==> src/rtl/vga_fb_arbiter_if.sv <==
// Bundle of timing-gen inputs, writer/clear handshakes, RAM port and DAC outputs
// for the framebuffer arbiter. slave = arbiter side, master = environment side.
interface vga_fb_arbiter_if #(
  parameter int AW = 15,
  parameter int DW = 12
);
  // timing generator
  logic          valid;
  logic [9:0]    h_cnt;
  logic [9:0]    v_cnt;
  logic          hsync_in;
  logic          vsync_in;
  // writer
  logic          wr_req;
  logic [AW-1:0] wr_addr;
  logic [DW-1:0] wr_data;
  logic          wr_ack;
  // clear engine
  logic          clr_start;
  logic [DW-1:0] clr_color;
  logic          clr_busy;
  // single-port RAM
  logic [AW-1:0] mem_addr;
  logic          mem_we;
  logic [DW-1:0] mem_wdata;
  logic [DW-1:0] mem_rdata;
  // DAC
  logic [DW-1:0] pix_rgb;
  logic          pix_valid;
  logic          hsync_out;
  logic          vsync_out;

  modport slave (
    input  valid, h_cnt, v_cnt, hsync_in, vsync_in,
    input  wr_req, wr_addr, wr_data,
    output wr_ack,
    input  clr_start, clr_color,
    output clr_busy,
    output mem_addr, mem_we, mem_wdata,
    input  mem_rdata,
    output pix_rgb, pix_valid, hsync_out, vsync_out
  );

  modport master (
    output valid, h_cnt, v_cnt, hsync_in, vsync_in,
    output wr_req, wr_addr, wr_data,
    input  wr_ack,
    output clr_start, clr_color,
    input  clr_busy,
    input  mem_addr, mem_we, mem_wdata,
    output mem_rdata,
    input  pix_rgb, pix_valid, hsync_out, vsync_out
  );
endinterface

==> src/rtl/vga_fb_arbiter.sv <==
// Single-port video RAM arbiter: display scan-out owns every slot where a new
// 4x4 block starts; the writer or the clear engine gets the remaining slots.
// Scan-out path: address reg -> RAM -> pixel reg, matched by 3-deep sync pipes.
module vga_fb_arbiter #(
  parameter int FB_W  = 160,
  parameter int FB_H  = 120,
  parameter int SHIFT = 2,
  parameter int AW    = 15,
  parameter int DW    = 12
) (
  input logic            pclk,
  input logic            reset,
  vga_fb_arbiter_if.slave bus
);
  localparam int FB_N = FB_W * FB_H;

  localparam logic [0:0] ST_IDLE  = 1'b0;
  localparam logic [0:0] ST_CLEAR = 1'b1;

  typedef struct packed {
    logic          we;
    logic [AW-1:0] addr;
    logic [DW-1:0] data;
  } mem_cmd_t;

  logic [0:0]    state_q, state_d;
  logic [AW-1:0] clr_cnt_q, clr_cnt_d;
  logic [DW-1:0] clr_color_q, clr_color_d;
  logic          clr_busy_q, clr_busy_d;
  logic          wr_ack_q, wr_ack_d;
  mem_cmd_t      mem_q, mem_d;
  logic [DW-1:0] pix_q, pix_d;
  logic [1:0]    rd_pipe_q;
  logic [2:0]    vld_pipe_q, hs_pipe_q, vs_pipe_q;

  logic          disp_slot;
  logic [9:0]    fx, fy;
  logic [AW-1:0] disp_addr;
  logic          wr_in_range;
  logic          wr_grant;
  logic          clr_last;

  // Slot decode: a display read is needed only on the first column of each block.
  always_comb begin
    disp_slot   = bus.valid && (bus.h_cnt[SHIFT-1:0] == '0);
    fx          = bus.h_cnt >> SHIFT;
    fy          = bus.v_cnt >> SHIFT;
    disp_addr   = AW'(fy) * AW'(FB_W) + AW'(fx);
    wr_in_range = int'(bus.wr_addr) < FB_N;
    // wr_ack_q high means the held request was just consumed; skip it this cycle.
    wr_grant    = (state_q == ST_IDLE) && !disp_slot && bus.wr_req && !wr_ack_q;
    clr_last    = (clr_cnt_q == AW'(FB_N - 1));
  end

  // Next-state: RAM command priority display > writer/clear, plus clear FSM.
  always_comb begin
    state_d     = state_q;
    clr_cnt_d   = clr_cnt_q;
    clr_color_d = clr_color_q;
    wr_ack_d    = 1'b0;
    mem_d       = mem_q;
    mem_d.we    = 1'b0;

    if (disp_slot) begin
      mem_d.addr = disp_addr;
    end else if (wr_grant) begin
      // Out-of-range writes are acked but dropped; address is left untouched.
      wr_ack_d = 1'b1;
      if (wr_in_range) begin
        mem_d.we   = 1'b1;
        mem_d.addr = bus.wr_addr;
        mem_d.data = bus.wr_data;
      end
    end else if (state_q == ST_CLEAR) begin
      mem_d.we   = 1'b1;
      mem_d.addr = clr_cnt_q;
      mem_d.data = clr_color_q;
      clr_cnt_d  = clr_cnt_q + 1'b1;
      if (clr_last) state_d = ST_IDLE;
    end

    // A write granted in this same cycle still goes out; clearing starts next cycle.
    if ((state_q == ST_IDLE) && bus.clr_start) begin
      state_d     = ST_CLEAR;
      clr_color_d = bus.clr_color;
      clr_cnt_d   = '0;
    end

    clr_busy_d = (state_d == ST_CLEAR);
    pix_d      = rd_pipe_q[1] ? bus.mem_rdata : pix_q;
  end

  // State, RAM command, pixel register and delay pipes.
  always_ff @(posedge pclk) begin
    if (!reset) begin
      state_q     <= ST_IDLE;
      clr_cnt_q   <= '0;
      clr_color_q <= '0;
      clr_busy_q  <= 1'b0;
      wr_ack_q    <= 1'b0;
      mem_q       <= '0;
      pix_q       <= '0;
      rd_pipe_q   <= '0;
      vld_pipe_q  <= '0;
      hs_pipe_q   <= '0;
      vs_pipe_q   <= '0;
    end else begin
      state_q     <= state_d;
      clr_cnt_q   <= clr_cnt_d;
      clr_color_q <= clr_color_d;
      clr_busy_q  <= clr_busy_d;
      wr_ack_q    <= wr_ack_d;
      mem_q       <= mem_d;
      pix_q       <= pix_d;
      rd_pipe_q   <= {rd_pipe_q[0], disp_slot};
      vld_pipe_q  <= {vld_pipe_q[1:0], bus.valid};
      hs_pipe_q   <= {hs_pipe_q[1:0], bus.hsync_in};
      vs_pipe_q   <= {vs_pipe_q[1:0], bus.vsync_in};
    end
  end

  assign bus.wr_ack    = wr_ack_q;
  assign bus.clr_busy  = clr_busy_q;
  assign bus.mem_addr  = mem_q.addr;
  assign bus.mem_we    = mem_q.we;
  assign bus.mem_wdata = mem_q.data;
  assign bus.pix_valid = vld_pipe_q[2];
  assign bus.hsync_out = hs_pipe_q[2];
  assign bus.vsync_out = vs_pipe_q[2];
  assign bus.pix_rgb   = vld_pipe_q[2] ? pix_q : '0;
endmodule
==> src/flat_wrapper.sv <==
// flat-port wrapper written by rule: the top's interface ports become plain ports
module vga_fb_arbiter_flat 
#(
  parameter int FB_W  = 160,
  parameter int FB_H  = 120,
  parameter int SHIFT = 2,
  parameter int AW    = 15,
  parameter int DW    = 12
)
  (pclk, reset, bus_valid, bus_h_cnt, bus_v_cnt, bus_hsync_in, bus_vsync_in, bus_wr_req, bus_wr_addr, bus_wr_data, bus_wr_ack, bus_clr_start, bus_clr_color, bus_clr_busy, bus_mem_addr, bus_mem_we, bus_mem_wdata, bus_mem_rdata, bus_pix_rgb, bus_pix_valid, bus_hsync_out, bus_vsync_out);
  vga_fb_arbiter_if #(.AW(AW), .DW(DW)) bus_i ();
  input logic pclk;
  input logic reset;
  input wire logic [$bits(bus_i.valid)-1:0] bus_valid;
  input wire logic [$bits(bus_i.h_cnt)-1:0] bus_h_cnt;
  input wire logic [$bits(bus_i.v_cnt)-1:0] bus_v_cnt;
  input wire logic [$bits(bus_i.hsync_in)-1:0] bus_hsync_in;
  input wire logic [$bits(bus_i.vsync_in)-1:0] bus_vsync_in;
  input wire logic [$bits(bus_i.wr_req)-1:0] bus_wr_req;
  input wire logic [$bits(bus_i.wr_addr)-1:0] bus_wr_addr;
  input wire logic [$bits(bus_i.wr_data)-1:0] bus_wr_data;
  output wire logic [$bits(bus_i.wr_ack)-1:0] bus_wr_ack;
  input wire logic [$bits(bus_i.clr_start)-1:0] bus_clr_start;
  input wire logic [$bits(bus_i.clr_color)-1:0] bus_clr_color;
  output wire logic [$bits(bus_i.clr_busy)-1:0] bus_clr_busy;
  output wire logic [$bits(bus_i.mem_addr)-1:0] bus_mem_addr;
  output wire logic [$bits(bus_i.mem_we)-1:0] bus_mem_we;
  output wire logic [$bits(bus_i.mem_wdata)-1:0] bus_mem_wdata;
  input wire logic [$bits(bus_i.mem_rdata)-1:0] bus_mem_rdata;
  output wire logic [$bits(bus_i.pix_rgb)-1:0] bus_pix_rgb;
  output wire logic [$bits(bus_i.pix_valid)-1:0] bus_pix_valid;
  output wire logic [$bits(bus_i.hsync_out)-1:0] bus_hsync_out;
  output wire logic [$bits(bus_i.vsync_out)-1:0] bus_vsync_out;
  assign bus_i.valid = bus_valid;
  assign bus_i.h_cnt = bus_h_cnt;
  assign bus_i.v_cnt = bus_v_cnt;
  assign bus_i.hsync_in = bus_hsync_in;
  assign bus_i.vsync_in = bus_vsync_in;
  assign bus_i.wr_req = bus_wr_req;
  assign bus_i.wr_addr = bus_wr_addr;
  assign bus_i.wr_data = bus_wr_data;
  assign bus_wr_ack = bus_i.wr_ack;
  assign bus_i.clr_start = bus_clr_start;
  assign bus_i.clr_color = bus_clr_color;
  assign bus_clr_busy = bus_i.clr_busy;
  assign bus_mem_addr = bus_i.mem_addr;
  assign bus_mem_we = bus_i.mem_we;
  assign bus_mem_wdata = bus_i.mem_wdata;
  assign bus_i.mem_rdata = bus_mem_rdata;
  assign bus_pix_rgb = bus_i.pix_rgb;
  assign bus_pix_valid = bus_i.pix_valid;
  assign bus_hsync_out = bus_i.hsync_out;
  assign bus_vsync_out = bus_i.vsync_out;
  vga_fb_arbiter #(.FB_W(FB_W), .FB_H(FB_H), .SHIFT(SHIFT), .AW(AW), .DW(DW)) u_core (.pclk(pclk), .reset(reset), .bus(bus_i));
endmodule
==> config.mk <==
export PLATFORM = sky130hd
export DESIGN_NAME = vga_fb_arbiter_flat
export DESIGN_NICKNAME = d
export VERILOG_FILES = /design/src/rtl/vga_fb_arbiter_if.sv /design/src/rtl/vga_fb_arbiter.sv /design/src/flat_wrapper.sv
export SDC_FILE = /design/constraint.sdc
export NUM_CORES = 1
export LEC_CHECK = 0
export ABC_AREA = 1
export CAP_MARGIN = 15
export CORE_MARGIN = 3
export CORE_UTILIZATION = 35
export DETAILED_ROUTE_END_ITERATION = 6
export GPL_TIMING_DRIVEN = 0
export HOLD_SLACK_MARGIN = 0.12
export PLACE_DENSITY = 0.7
export SLEW_MARGIN = 20
export SYNTH_ARGS = -nofsm -noshare
export SYNTH_HDL_FRONTEND = slang
export SYNTH_SLANG_ARGS = --single-unit
export TNS_END_PERCENT = 30
==> constraint.sdc <==
create_clock -name pclk -period 2.15 [get_ports pclk]
set_clock_uncertainty 0.05 [all_clocks]
set_input_delay 0.43 -clock pclk [delete_from_list [all_inputs] [get_ports pclk]]
set_output_delay 0.43 -clock pclk [all_outputs]
set_load 0.02 [all_outputs]
Yosys cells after proc, flatten, opt, wreduce, memory -nomap -nowiden
Index checks and enable logic that the tools add are counted.
Widths: inputs -> output; s select.
- bits in registers: 80
- latch bits: 0
- bits in writable memories: 0
- ROM bits: 0
- input bits: 78
- output and inout bits: 45
- word-level logic and storage cells: 52
- memories kept: 0
- add/sub/neg operators: 2
- multipliers: 1
- div/mod/pow operators: 0
- order comparisons: 1
- equal/unequal tests: 5
- shifts and indexed selects: 0
- mux-type cells: 11
- bitwise gates (word level): 4
- reductions and logical operators: 16
- operator list (operator ; count):
    $mux 28 ; 3
    $add 15x1->15 const B ; 1
    $add 15x8->15 ; 1
    $eq 15x15->1 const B ; 1
    $lt 15x15->1 const B ; 1
    $mux 15 ; 1
    $mux 12 ; 1
    $mul 8x3->10 const B ; 1
    $mux 1 ; 6
    $reduce_and 3->1 ; 2
    $logic_and 1x1->1 ; 5
    $ne 2x2->1 const B ; 2
    $not 1->1 ; 4
    $reduce_and 2->1 ; 2
    $reduce_or 2->1 ; 2
    $ne 3x1->1 const B ; 1
    $reduce_bool 3->1 ; 1
    $logic_not 1->1 ; 2
    $logic_not 2->1 ; 1
    $ne 2x1->1 const B ; 1
    $reduce_bool 2->1 ; 1

Logic depth before layout (Yosys ltp)
- depth after elaboration: 9
- mapped depth: 14
- depth with buffers taken out: 14

Least setup slack after synthesis
Ideal clock, no wire load.
- path type: in2reg
- start: in bus_v_cnt[3]
- end: reg u_core.mem_q (netlist bit u_core.bus.mem_addr[14])
- library setup time: 0.070 ns
- data arrival time: 2.222 ns
- data required time: 2.030 ns
- slack: -0.192 ns
- stages on the path: 13
- buffers on the path: 0
- cell sequence: ha_1 ha_1 inv_1 fa_1 nor2_1 nand3_1 nor2_1 nand2_1 nor2_1 nand2_1 nand2_1 nand3_1 a21oi_1
- longest elaborated chain between the ends: 3
- ends and longest elaborated chain (what ; line ; text):
    start: declaration ; flat_wrapper.sv:16 ; input wire logic [$bits(bus_i.v_cnt)-1:0] bus_v_cnt;
    $mul 8x3->10 ; vga_fb_arbiter.sv:48 ; disp_addr = AW'(fy) * AW'(FB_W) + AW'(fx);
    $add 15x8->15 ; vga_fb_arbiter.sv:48 ;
    $mux 15 ; vga_fb_arbiter.sv:64 ; if (disp_slot) begin
    end signal: assignment ; vga_fb_arbiter.sv:113 ; mem_q <= mem_d;
    end: declaration ; vga_fb_arbiter.sv:31 ; mem_cmd_t mem_q, mem_d;
Every way passes these cells.
A chain may end at the register's enable or synchronous reset.

Worst setup path after layout
Ends and elaborated chain as after synthesis.

==> qor.yml <==
grt:
  grt_pass1_wl_um: 19700
  busiest_layer: "met2"
  use_met3_pct: 3.96
  antenna_found_initial: 0
  grtUsageMet2_pct: 33.3
  grt_max_degree: 13
  grt_pass1_vias: 4086
  met1_usage_pct: 23.5
  grt.overflow.total: 0
  grt_use_total_pct: 19.0
routing:
  antenna_left: 0
  drt_iter0_drc: 278
  drc: 0
  num_vias: 4216
  drt-total-wl_um: 12400
  first_pass_iters: 5
  avgRoutedWirePerCell_um: 14.6
  vias_per_cell: 4.97
placed_design:
  portBuffers: 120
  routabilityCongestion: 0.929
  dp_hpwl_um: 9360
  dp_slack_ns: -0.884
timing:
  setup_slack_ns: -0.0966
  setup_tns_ns: -0.223
  slew_headroom_pct: 55.5
  setup_viol: 3
  maxSlewViolCount: 0
  report.final.hold_viol_count: 0
  period_share_pct: 104
  max_freq_ghz: 0.445
  rsz0062_at_grt: "true"
  worstMarginPinSlew_ns: 0.667
  fin_crit_ns: 2.25
layout:
  antenna_cells: 0
  multi_input_area_um2: 2180
  ff_latch_area_um2: 1600
  final_nets: 800
  drive_gt1_share_pct: 11.4
  mostFrequentLayoutCell: "nand2_1"
  final_cell_mix: "nand2_1 (114), clkdlybuf4s50_1 (104), nor2_1 (85)"
  final_core_util_pct: 53.7
  syn2layout_area_growth_pct: 47.2
  fillerInstances: 1013
cts:
  clk_path_buf_depth: 2
  insertion_delay_ns: 0.33
  postCtsHoldBufs: 0
  cts_root_buffer: "clkbuf_16"
  clk_transition_reported_paths_ns: 0.06
  h-tree-depth: 3
  cts-buffers-inserted: 9
  cts.sinks: 80
  cts_tree: "done"
yosys:
  avgSynthCellArea_um2: 7.12
  synth_area_um2: 4020
  synth_xor_area_share_pct: 0.871
  synthMuxAreaShare_pct: 0
  yosysWarnings: 0
  ys_ff_latch: 80
  syn-num-nets: 661
  synthCells: 565
  synth_cell_types: 43
  async_reset_ff_share_pct: 0
  yosysSeqAreaShare_pct: 39.8
  synth-compound-area-share_pct: 13.5
  synth_top_family_by_area: "simple AND/OR/NAND/NOR gates"
  yosys.area_share.simple_pct: 29.8
  yosys_most_used_dff: "dfxtp_1"
  synthAdderAreaFrac_pct: 5.97
  synth_edf_count: 0
floorplan:
  rows: 38
  dieArea_um2: 12800
  coreArea_um2: 11000
  die_height_um: 113
  ioPinCount: 123
  initial_core_util_pct: 36.5
  dieWidth_um: 113
status:
  outcome: "finished with violations"
  violations: "negative setup slack"
hold_path:
  hold_class: "register to register"
worst_setup_path:
  critPathRequiredTime_ns: 2.36
  cp-start-kind: "input pin"
  crit_family: "adder cells"
  cp.buffers_inverters: 2
  cp.arrival_ns: 2.45
  cp-end-kind: "register"
  path_class: "input pin to register"
  cpMaxStageDelayCell: "fa_1"
  cpPeakStageDelay_ns: 0.51
  crit_path_cell_trace: "buf_8, ha_4, ha_4, inv_2, fa_1, nor2_2, nand3_2, nor2_4, nand2_2, nor2_4, nand2_1, nand2_1, nand3_1, a21oi_1"
  worst-path-max-fanout: 3
flow_run:
  maxCapViolCount: 0
power:
  total_power_mw: 3.94
  p_per_area_nw_per_um2: 666
  ir_drop_v: 0.000424
  p_leak_nw: 2.69
registers in the layout, indices dropped and copies added, names as in the netlist:
register              count
u_core.bus.mem_addr      15
u_core.clr_cnt_q         15
u_core.bus.mem_wdata     12
u_core.clr_color_q       12
u_core.pix_q             12
u_core.hs_pipe_q          3
u_core.vld_pipe_q         3
u_core.vs_pipe_q          3
u_core.rd_pipe_q          2
u_core.bus.mem_we         1
u_core.bus.wr_ack         1
u_core.state_q            1
worst min-delay path, stage by stage, from the launching register on:
cell     delay, ns
dfxtp_1       0.30
nand2_1       0.04
inv_1         0.04
area by class of cell:
type                       count  share of cell area [%]
buffer                        21                    2.13
clock buffer                  12                    3.99
clock inverter                 4                   0.760
inverter                      71                    4.75
multi-input combinational    393                    36.8
sequential                    80                    27.0
tap                          140                    2.96
timing repair buffer         128                    21.6
kinds of logic after synthesis:
group | after synthesis
AND/OR/NAND/NOR | 272
AO/OA/AOI/OAI | 99
buffers and inverters | 92
flip-flops | 80
adder cells (fa/ha/maj) | 18
XOR/XNOR | 4
path summary, 6_finish.rpt:
check | slack [ns] | endpoint | cells past startpoint | startpoint
max reg2reg | 0.41 | u_core.clr_cnt_q[14]$_SDFFE_PP0P_ | 8 | u_core.clr_cnt_q[0]$_SDFFE_PP0P_
min reg2reg | 0.36 | u_core.vs_pipe_q[2]$_SDFF_PN0_ | 2 | u_core.vs_pipe_q[1]$_SDFF_PN0_
max | -0.1 | u_core.bus.mem_addr[14]$_SDFFE_PN0P_ | 14 | bus_v_cnt[3]
min | 0.36 | u_core.vs_pipe_q[2]$_SDFF_PN0_ | 2 | u_core.vs_pipe_q[1]$_SDFF_PN0_
synth_stat cells (2+ instances only):
library cell / n / area (µm²)
nand3_1: 27 / 135
clkbuf_1: 12 / 45.0
nor2_1: 91 / 342
a31oi_1: 12 / 75.1
nor3_1: 9 / 45.0
nand4_1: 7 / 43.8
nand2_4: 5 / 56.3
dfxtp_1: 80 / 1600
inv_2: 4 / 15.0
o21ai_0: 41 / 205
o22ai_1: 2 / 12.5
nand2_1: 115 / 432
inv_1: 64 / 240
buf_6: 4 / 45.0
nand2_2: 4 / 25.0
fa_1: 2 / 40.0
ha_1: 16 / 200
a211oi_1: 2 / 15.0
xor2_1: 3 / 26.3
buf_2: 2 / 10.0
nor2_4: 2 / 22.5
a21oi_1: 35 / 175
buf_1: 2 / 7.51
nand3b_1: 2 / 15.0
nor3_2: 2 / 20.0
nand3_2: 3 / 30.0
power breakdown:
| part | switching, mW | leakage [nW] | internal [mW] |
|---|---|---|---|
| Clock | 0.570 | 0.140 | 0.894 |
| Sequential | 0.0418 | 0.654 | 1.56 |
| Combinational | 0.463 | 1.90 | 0.413 |
metrics by stage:
step,std cells,hold slack (ns),instance area (µm²)
after floorplan,565,0.340,4050
after global placement,825,0.342,5430
after detailed placement,825,0.347,5430
after CTS,848,0.364,5810
after global routing,849,0.391,5920
final,849,0.365,5920
timing repair:
action | 4_1_cts | 5_1_grt
endpoints found under the setup margin | 17 | 14
setup buffers | 7 | 1
gates resized for setup | 37 | 24
pin swaps | 13 | 9
per-layer routing:
metal  up-vias  part of all wire, %
li1       2099                    -
met1      1957                   43
met2       137                   50
met3        23                  5.3
met4         0                  2.0
met5         -                    0
No activity file was read; power rests on OpenSTA's default activity.
